$ cat config.mk
export PLATFORM = sky130hd
export DESIGN_NAME = mem_arbiter
export DESIGN_NICKNAME = d
export VERILOG_FILES = /design/src/rtl/k86_bus_pkg.sv /design/src/rtl/arb_starve_cnt.sv /design/src/rtl/mem_arbiter.sv
export SDC_FILE = /design/constraint.sdc
export NUM_CORES = 1
export LEC_CHECK = 0
export ABC_AREA = 1
export CORE_ASPECT_RATIO = 0.9
export CORE_UTILIZATION = 18
export DETAILED_ROUTE_END_ITERATION = 10
export HOLD_SLACK_MARGIN = 0.08
export PLACE_DENSITY = 0.76
export REMOVE_ABC_BUFFERS = 1
export SLEW_MARGIN = 25
export SYNTH_ARGS = -nofsm -noshare
export SYNTH_HDL_FRONTEND = slang
export SYNTH_SLANG_ARGS = --single-unit
$ cat constraint.sdc
create_clock -name clock -period 1.1 [get_ports clock]
set_input_delay 0.33 -clock clock [delete_from_list [all_inputs] [get_ports clock]]
set_output_delay 0.33 -clock clock [all_outputs]
set_load 0.05 [all_outputs]
$ cat src/rtl/k86_bus_pkg.sv
// -----------------------------------------------------------------------------
// k86_bus_pkg
//   Shared encodings and default sizes for the k86 memory bus.
//   Contents:
//     phase_e    - slot phase: PH_ADDR (address/write presented),
//                  PH_DATA (read data returning from RAM)
//     owner_e    - slot owner: OWN_CPU (x86 core), OWN_VID (video fetcher)
//     *_DEF      - default widths and burst limit for mem_arbiter
//     arb_owner  - owner selection for the next slot
// -----------------------------------------------------------------------------
package k86_bus_pkg;

   localparam int ADDR_W_DEF        = 20;
   localparam int DATA_W_DEF        = 8;
   localparam int VID_BURST_MAX_DEF = 4;
   localparam int CNT_W_DEF         = 3;

   typedef enum logic {
      PH_ADDR = 1'b0,
      PH_DATA = 1'b1
   } phase_e;

   typedef enum logic {
      OWN_CPU = 1'b0,
      OWN_VID = 1'b1
   } owner_e;

   // Video has fixed priority unless the starvation guard forces a CPU slot.
   // With no video request the slot goes to the CPU, so slots are never empty.
   function automatic owner_e arb_owner(input logic vid_req, input logic force_cpu);
      return (vid_req && !force_cpu) ? OWN_VID : OWN_CPU;
   endfunction

endpackage

$ cat src/rtl/arb_starve_cnt.sv
// -----------------------------------------------------------------------------
// arb_starve_cnt
//   Counts consecutive video slots granted by mem_arbiter and raises force_o
//   once BURST_MAX of them have been granted in a row, so the next slot goes
//   to the CPU. Only instantiated when ARB_FAIR_EN is defined.
//   Ports:
//     clk_i        in   system clock
//     rst_n_i      in   asynchronous active-low reset
//     arb_i        in   high in the cycle whose closing edge arbitrates a slot
//     vid_grant_i  in   the slot being arbitrated goes to video
//     force_o      out  counter is at BURST_MAX; next slot must be CPU
// -----------------------------------------------------------------------------
module arb_starve_cnt
   import k86_bus_pkg::*;
#(
   parameter int CNT_W     = CNT_W_DEF,
   parameter int BURST_MAX = VID_BURST_MAX_DEF
) (
   input  logic clk_i,
   input  logic rst_n_i,
   input  logic arb_i,
   input  logic vid_grant_i,
   output logic force_o
);

   logic [CNT_W-1:0] cnt_q;
   logic [CNT_W-1:0] cnt_d;

   assign force_o = (cnt_q == CNT_W'(BURST_MAX));

   always_comb begin
      cnt_d = cnt_q;
      if (arb_i) begin
         // A forced CPU slot or any ordinary CPU slot ends the video run.
         if (force_o || !vid_grant_i) begin
            cnt_d = '0;
         end else if (cnt_q != CNT_W'(BURST_MAX)) begin
            cnt_d = cnt_q + CNT_W'(1);
         end
      end
   end

   always_ff @(posedge clk_i or negedge rst_n_i) begin
      if (!rst_n_i) begin
         cnt_q <= '0;
      end else begin
         cnt_q <= cnt_d;
      end
   end

endmodule

$ cat src/rtl/mem_arbiter.sv
// -----------------------------------------------------------------------------
// mem_arbiter
//   Shares one synchronous RAM between the x86 core and the video fetcher.
//   Time is cut into 2-clock slots (PH_ADDR then PH_DATA). The owner of each
//   slot is decided on the edge that ends the previous slot's PH_DATA; video
//   has priority. The core is advanced by a one-cycle cpu_ce pulse per CPU
//   slot, the video fetcher gets a one-cycle vid_ack pulse per video slot.
//   Both pulses land in the PH_ADDR cycle after their slot, while the RAM
//   output still holds the word read for that slot.
//
//   Build option:
//     ARB_FAIR_EN  defined   -> after VID_BURST_MAX consecutive video slots the
//                               next slot is forced to the CPU
//                  undefined -> pure video priority; the CPU can starve
//
//   Ports:
//     clock, reset_n             system clock, async active-low reset
//     cpu_address/cpu_out/cpu_we core request (held stable between cpu_ce)
//     cpu_in, cpu_ce             read data and clock enable to the core
//     vid_req, vid_addr          video read request, held until vid_ack
//     vid_ack, vid_data          video completion pulse and read data
//     mem_address/mem_out/mem_we RAM address, write data, write enable
//     mem_in                     RAM read data, one clock after address
//
//   state        | meaning
//   -------------+---------------------------------------------------------
//   PH_ADDR      | address (and CPU write) presented to RAM for owner_q
//   PH_DATA      | RAM returns read data; closing edge arbitrates next slot
// -----------------------------------------------------------------------------
module mem_arbiter
   import k86_bus_pkg::*;
#(
   parameter int ADDR_W        = ADDR_W_DEF,
   parameter int DATA_W        = DATA_W_DEF,
   parameter int VID_BURST_MAX = VID_BURST_MAX_DEF,
   parameter int CNT_W         = CNT_W_DEF
) (
   input  logic              clock,
   input  logic              reset_n,
   input  logic [ADDR_W-1:0] cpu_address,
   input  logic [DATA_W-1:0] cpu_out,
   input  logic              cpu_we,
   output logic [DATA_W-1:0] cpu_in,
   output logic              cpu_ce,
   input  logic              vid_req,
   input  logic [ADDR_W-1:0] vid_addr,
   output logic              vid_ack,
   output logic [DATA_W-1:0] vid_data,
   output logic [ADDR_W-1:0] mem_address,
   output logic [DATA_W-1:0] mem_out,
   output logic              mem_we,
   input  logic [DATA_W-1:0] mem_in
);

   phase_e phase_q;
   phase_e phase_d;
   owner_e owner_q;
   owner_e owner_d;
   logic   cpu_ce_q;
   logic   cpu_ce_d;
   logic   vid_ack_q;
   logic   vid_ack_d;
   logic   arb_edge;
   logic   force_cpu;

`ifdef ARB_FAIR_EN
   arb_starve_cnt #(
      .CNT_W     (CNT_W),
      .BURST_MAX (VID_BURST_MAX)
   ) u_starve (
      .clk_i       (clock),
      .rst_n_i     (reset_n),
      .arb_i       (arb_edge),
      .vid_grant_i (vid_req && !force_cpu),
      .force_o     (force_cpu)
   );
`else
   assign force_cpu = 1'b0;

   // Burst parameters and the arbitration strobe only matter to the fairness
   // counter; sink them so the plain-priority build stays warning-free.
   logic unused_fair_cfg;
   assign unused_fair_cfg = arb_edge ^ (|CNT_W'(VID_BURST_MAX));
`endif

   always_comb begin
      phase_d   = (phase_q == PH_ADDR) ? PH_DATA : PH_ADDR;
      owner_d   = owner_q;
      cpu_ce_d  = 1'b0;
      vid_ack_d = 1'b0;
      arb_edge  = 1'b0;
      if (phase_q == PH_DATA) begin
         // Slot completes on this edge: pulse its owner, pick the next owner.
         arb_edge  = 1'b1;
         cpu_ce_d  = (owner_q == OWN_CPU);
         vid_ack_d = (owner_q == OWN_VID);
         owner_d   = arb_owner(vid_req, force_cpu);
      end
   end

   always_ff @(posedge clock or negedge reset_n) begin
      if (!reset_n) begin
         phase_q   <= PH_ADDR;
         owner_q   <= OWN_CPU;
         cpu_ce_q  <= 1'b0;
         vid_ack_q <= 1'b0;
      end else begin
         phase_q   <= phase_d;
         owner_q   <= owner_d;
         cpu_ce_q  <= cpu_ce_d;
         vid_ack_q <= vid_ack_d;
      end
   end

   // Address is held from the same source across both phases of the slot.
   assign mem_address = (owner_q == OWN_VID) ? vid_addr : cpu_address;
   assign mem_out     = cpu_out;

   // reset_n is folded in so a write in flight is dropped the instant reset
   // asserts, not at the next clock.
   assign mem_we = reset_n && (owner_q == OWN_CPU) && (phase_q == PH_ADDR) && cpu_we;

   assign cpu_ce   = cpu_ce_q;
   assign vid_ack  = vid_ack_q;
   assign cpu_in   = mem_in;
   assign vid_data = mem_in;

endmodule

# ---- After elaboration in Yosys (flattened, before gate mapping)
# Cells that the tools add are included.
# W data, S select, Z words.
dict set report word_totals {
  elab_cells 14
  reg_bits 4
  in_bits 60
  out_inout_bits 47
}
dict set report op_classes {
  n_reduce_logical 3
  n_mux 5
  n_bitwise 2
}
# cell n
set op_table {}
lappend op_table {{$mux W20} 1}
lappend op_table {{$mux W1} 4}
lappend op_table {{$logic_and A1 B1 Y1} 3}
lappend op_table {{$not A1 Y1} 2}

# ---- Logic depth before layout (Yosys ltp)
dict set report logic_depth {
  word_depth 4
  depth_mapped 4
  mapped_depth_nobuf 3
}

# ---- Least setup slack after synthesis
# No wires, ideal clock.
dict set report synth_path {
  path_type {register to output}
  from {register owner_q}
  to {output mem_we}
  stages_incl_launch_ff 4
  path_buffers 0
  required_ps 770
  path_slack_ps -421
  t_arrival_ps 1191
  path_cell_list {dfrtp_1 > inv_2 > nand2_1 > nor2_1}
}
dict set report synth_between {
  elab_chain_cells 4
}
# element line_no
set synth_lines {}
lappend synth_lines {{from (decl)} mem_arbiter.sv:57} ;# owner_e owner_q;
lappend synth_lines {{from (signal assigned)} mem_arbiter.sv:109} ;# owner_q <= owner_d;
lappend synth_lines {{$not A1 Y1} mem_arbiter.sv:121} ;# assign mem_we = reset_n && (owner_q == OWN_CPU) && (phase_q == PH_ADDR) && cpu_we;
lappend synth_lines {{$logic_and A1 B1 Y1 (3 in a row)} mem_arbiter.sv:121}
lappend synth_lines {{to (decl)} mem_arbiter.sv:51} ;# output logic mem_we,
# No other way between the ends.

# ---- Worst setup path in the final report
dict set report layout_path {
  from {register owner_q}
  to {output mem_address[11]}
}
dict set report layout_between {
  elab_chain_cells 1
}
# element line_no
set layout_lines {}
lappend layout_lines {{$mux W20} mem_arbiter.sv:116} ;# assign mem_address = (owner_q == OWN_VID) ? vid_addr : cpu_address;
lappend layout_lines {{to (decl)} mem_arbiter.sv:49} ;# output logic [ADDR_W-1:0] mem_address,
# No other way between the ends.

==> impl_metrics.tcl <==
set metrics [dict create \
    status "finished, violations left" \
    violations "setup timing" \
    synth.cell_area_um2 584 \
    start_util_pct 19.1 \
    clockBufferDepth 2 \
    cts.clk_slew.worst_paths_ns 0.04 \
    post-cts-setup-buffers 0 \
    syn_area_per_cell_um2 5.67 \
    seq_area_frac_synth_pct 17.1 \
    setup_slack_ns -0.414 \
    io_buffers 66 \
    pin_count 107 \
    ys_types 7 \
    hold_viol 0 \
    grt_max_degree 18 \
    die_area_um2 3480 \
    p_clk_share_pct 16.8 \
    drt_pass1_iterations 2 \
    crit_fanout 7 \
    fin_crit_ns 1.51 \
    worst_setup_path_end_kind "primary output" \
    setup_tns_ns -8.14 \
    yosysTopAreaCellShare_pct 42.4 \
    power.switching_uw 421 \
    min_path_type "in -> async" \
    start_kind "flop" \
    rows 19 \
    wl_um 2380 \
    p_int_uw 618 \
    hold_slack_ns 0.150 \
    antenna_found_initial 0 \
    path_class "reg -> out" \
    overflow 0 \
    grt_pass1_vias 719 \
    track_usage_pct 12.3 \
    synthCells 103 \
    leakagePower_nw 0.721 \
    arrival_ns 1.18 \
    crit_start "owner_q$_DFFE_PN0P_" \
    cts_num_sinks 4 \
    postRouteAntennaNets 0 \
    worst_pin_slew_ns 0.123 \
    synth_area_leaders "nand2_1 (42%), buf_4 (33%), dfrtp_1 (17%)" \
    period_share_pct 138 \
    clock_skew_ns 0.00266 \
    slew_violations 0 \
    globalplace.congestion 0.691 \
    ctsHtreeMaxLevel 1 \
    ys_ff_latch 4 \
    drive_above_1_share_pct 42.5 \
    worstRegToRegCells 3 \
    fmax_mhz 660 \
    drc 0 \
    final_area_um2 1450 \
    clock_latency_ns 0.23 \
    total_power_mw 1.04 \
    n_antenna_cell 0 \
    nNetsFinal 215 \
    setup_viol_count_final 21 \
    peakVddDrop_uv 319 \
    wl_per_cell_um 12.2 \
    yosys_warnings 0 \
    die_y_um 56.1 \
    p_comb_share_pct 68.4 \
    yosysTopAreaCell "nand2_1" \
    clockRootBuffer "clkbuf_4" \
    final_util_pct 47.4 \
    via_per_inst 4.04 \
    drtIter0Drc 14 \
    cts_tree "done" \
    num_vias 788 \
    crit_required_ns 0.77 \
    relSlewSlack_pct 91.8 \
    rsz0062_at_grt "yes" \
    max-cap-violations 0 \
    pwr-share-seq_pct 14.8 \
    dp_hpwl_um 1770 \
    swShare_pct 40.5 \
    numCtsBuffers 3 \
    timing.rr.start "owner_q$_DFFE_PN0P_" \
    dpl_cell_area_um2 1130 \
    grt_pass1_wl_um 3110 \
    syn2layout_area_growth_pct 149 \
    core-area_um2 3070 \
    pwr_density_cell_nw_per_um2 715 \
    dieWidth_um 62.1 \
]
==> critical path: stages, from the launching register on <==
cell	delay (ns)
dfrtp_2	0.43
clkinv_4	0.10
buf_8	0.14
nand2_2	0.06
nand2_2	0.07
buf_8	0.14
==> cell usage after synthesis <==
master / number
nor2_1: 2
inv_1: 2
buf_4: 26
nand2_1: 66
inv_2: 1
dfrtp_1: 4
buf_6: 2
==> power by group through the flow <==
stage	sequential (mW)	clock [mW]	combinational [mW]
2_1_floorplan	0.161	0	0.273
3_3_place_gp	0.154	0	0.559
3_5_place_dp	0.154	0	0.563
4_1_cts	0.153	0.185	0.631
5_1_grt	0.154	0.187	0.752
6_report	0.154	0.174	0.711
==> state kept, by name (all words and copies together), names as in the netlist <==
name,count
phase_q,1
cpu_ce,1
owner_q,1
vid_ack,1
==> what timing repair did <==
item                       CTS  global route
cloned                       0             1
resized for setup           38            43
hold buffers                 0             0
setup endpoints to repair   23            23
pin swaps                    6            13
==> worst paths after layout <==
| check | end | slack, ns |
|---|---|---|
| max | mem_address[11] | -0.41 |
| min | phase_q$_DFF_PN0_ | 0.15 |
| max reg2reg | owner_q$_DFFE_PN0P_ | 0.28 |
| min reg2reg | phase_q$_DFF_PN0_ | 0.58 |
| max in group asynchronous | owner_q$_DFFE_PN0P_ | 0.84 |
| min in group clock | phase_q$_DFF_PN0_ | 0.58 |
==> metal layers <==
layer  track usage [%]  wire length (µm)  vias up
li1                  -                 -      380
met1              10.4               773      335
met2              19.3              1180       71
met3              11.6               412        2
met4              4.76                19        0
met5              3.57                 0        -
==> per-stage QoR <==
step                setup WS (ns)  instances
detailed placement         -0.480        191
finish                     -0.414        195
global placement           -0.482        191
CTS                        -0.436        194
floorplan                  -0.801         75
global route               -0.457        195
==> kinds of logic (layout without fill, tap and decap cells) <==
group	Yosys count	in the layout	share of synthesized area [%]
buf+inv	31	81	39.2
simple gates	68	68	43.7
flops	4	4	17.1
==> layout make-up <==
type	count	area, µm²
clock buffer	3	22.5
fill	298	1610
inverter	3	16.3
multi-input combinational	68	385
sequential	4	101
tap	42	52.6
timing repair buffer	75	875
==> cells in the final DEF (no fill, tap or decap) <==
cell type        instances
clkbuf_4                 3
dlymetal6s2s_1           1
buf_8                   14
clkdlybuf4s50_1         41
buf_6                    8
clkinv_4                 1
dfrtp_2                  1
buf_4                    5
nor2_1                   1
nor2_4                   1
buf_12                   4
inv_1                    2
dfrtp_1                  3
clkbuf_16                1
nand2_2                 16
dlygate4sd2_1            1
nand2_4                 11
nand2_1                 39
Note: power is estimated with default switching activity, not from simulation.
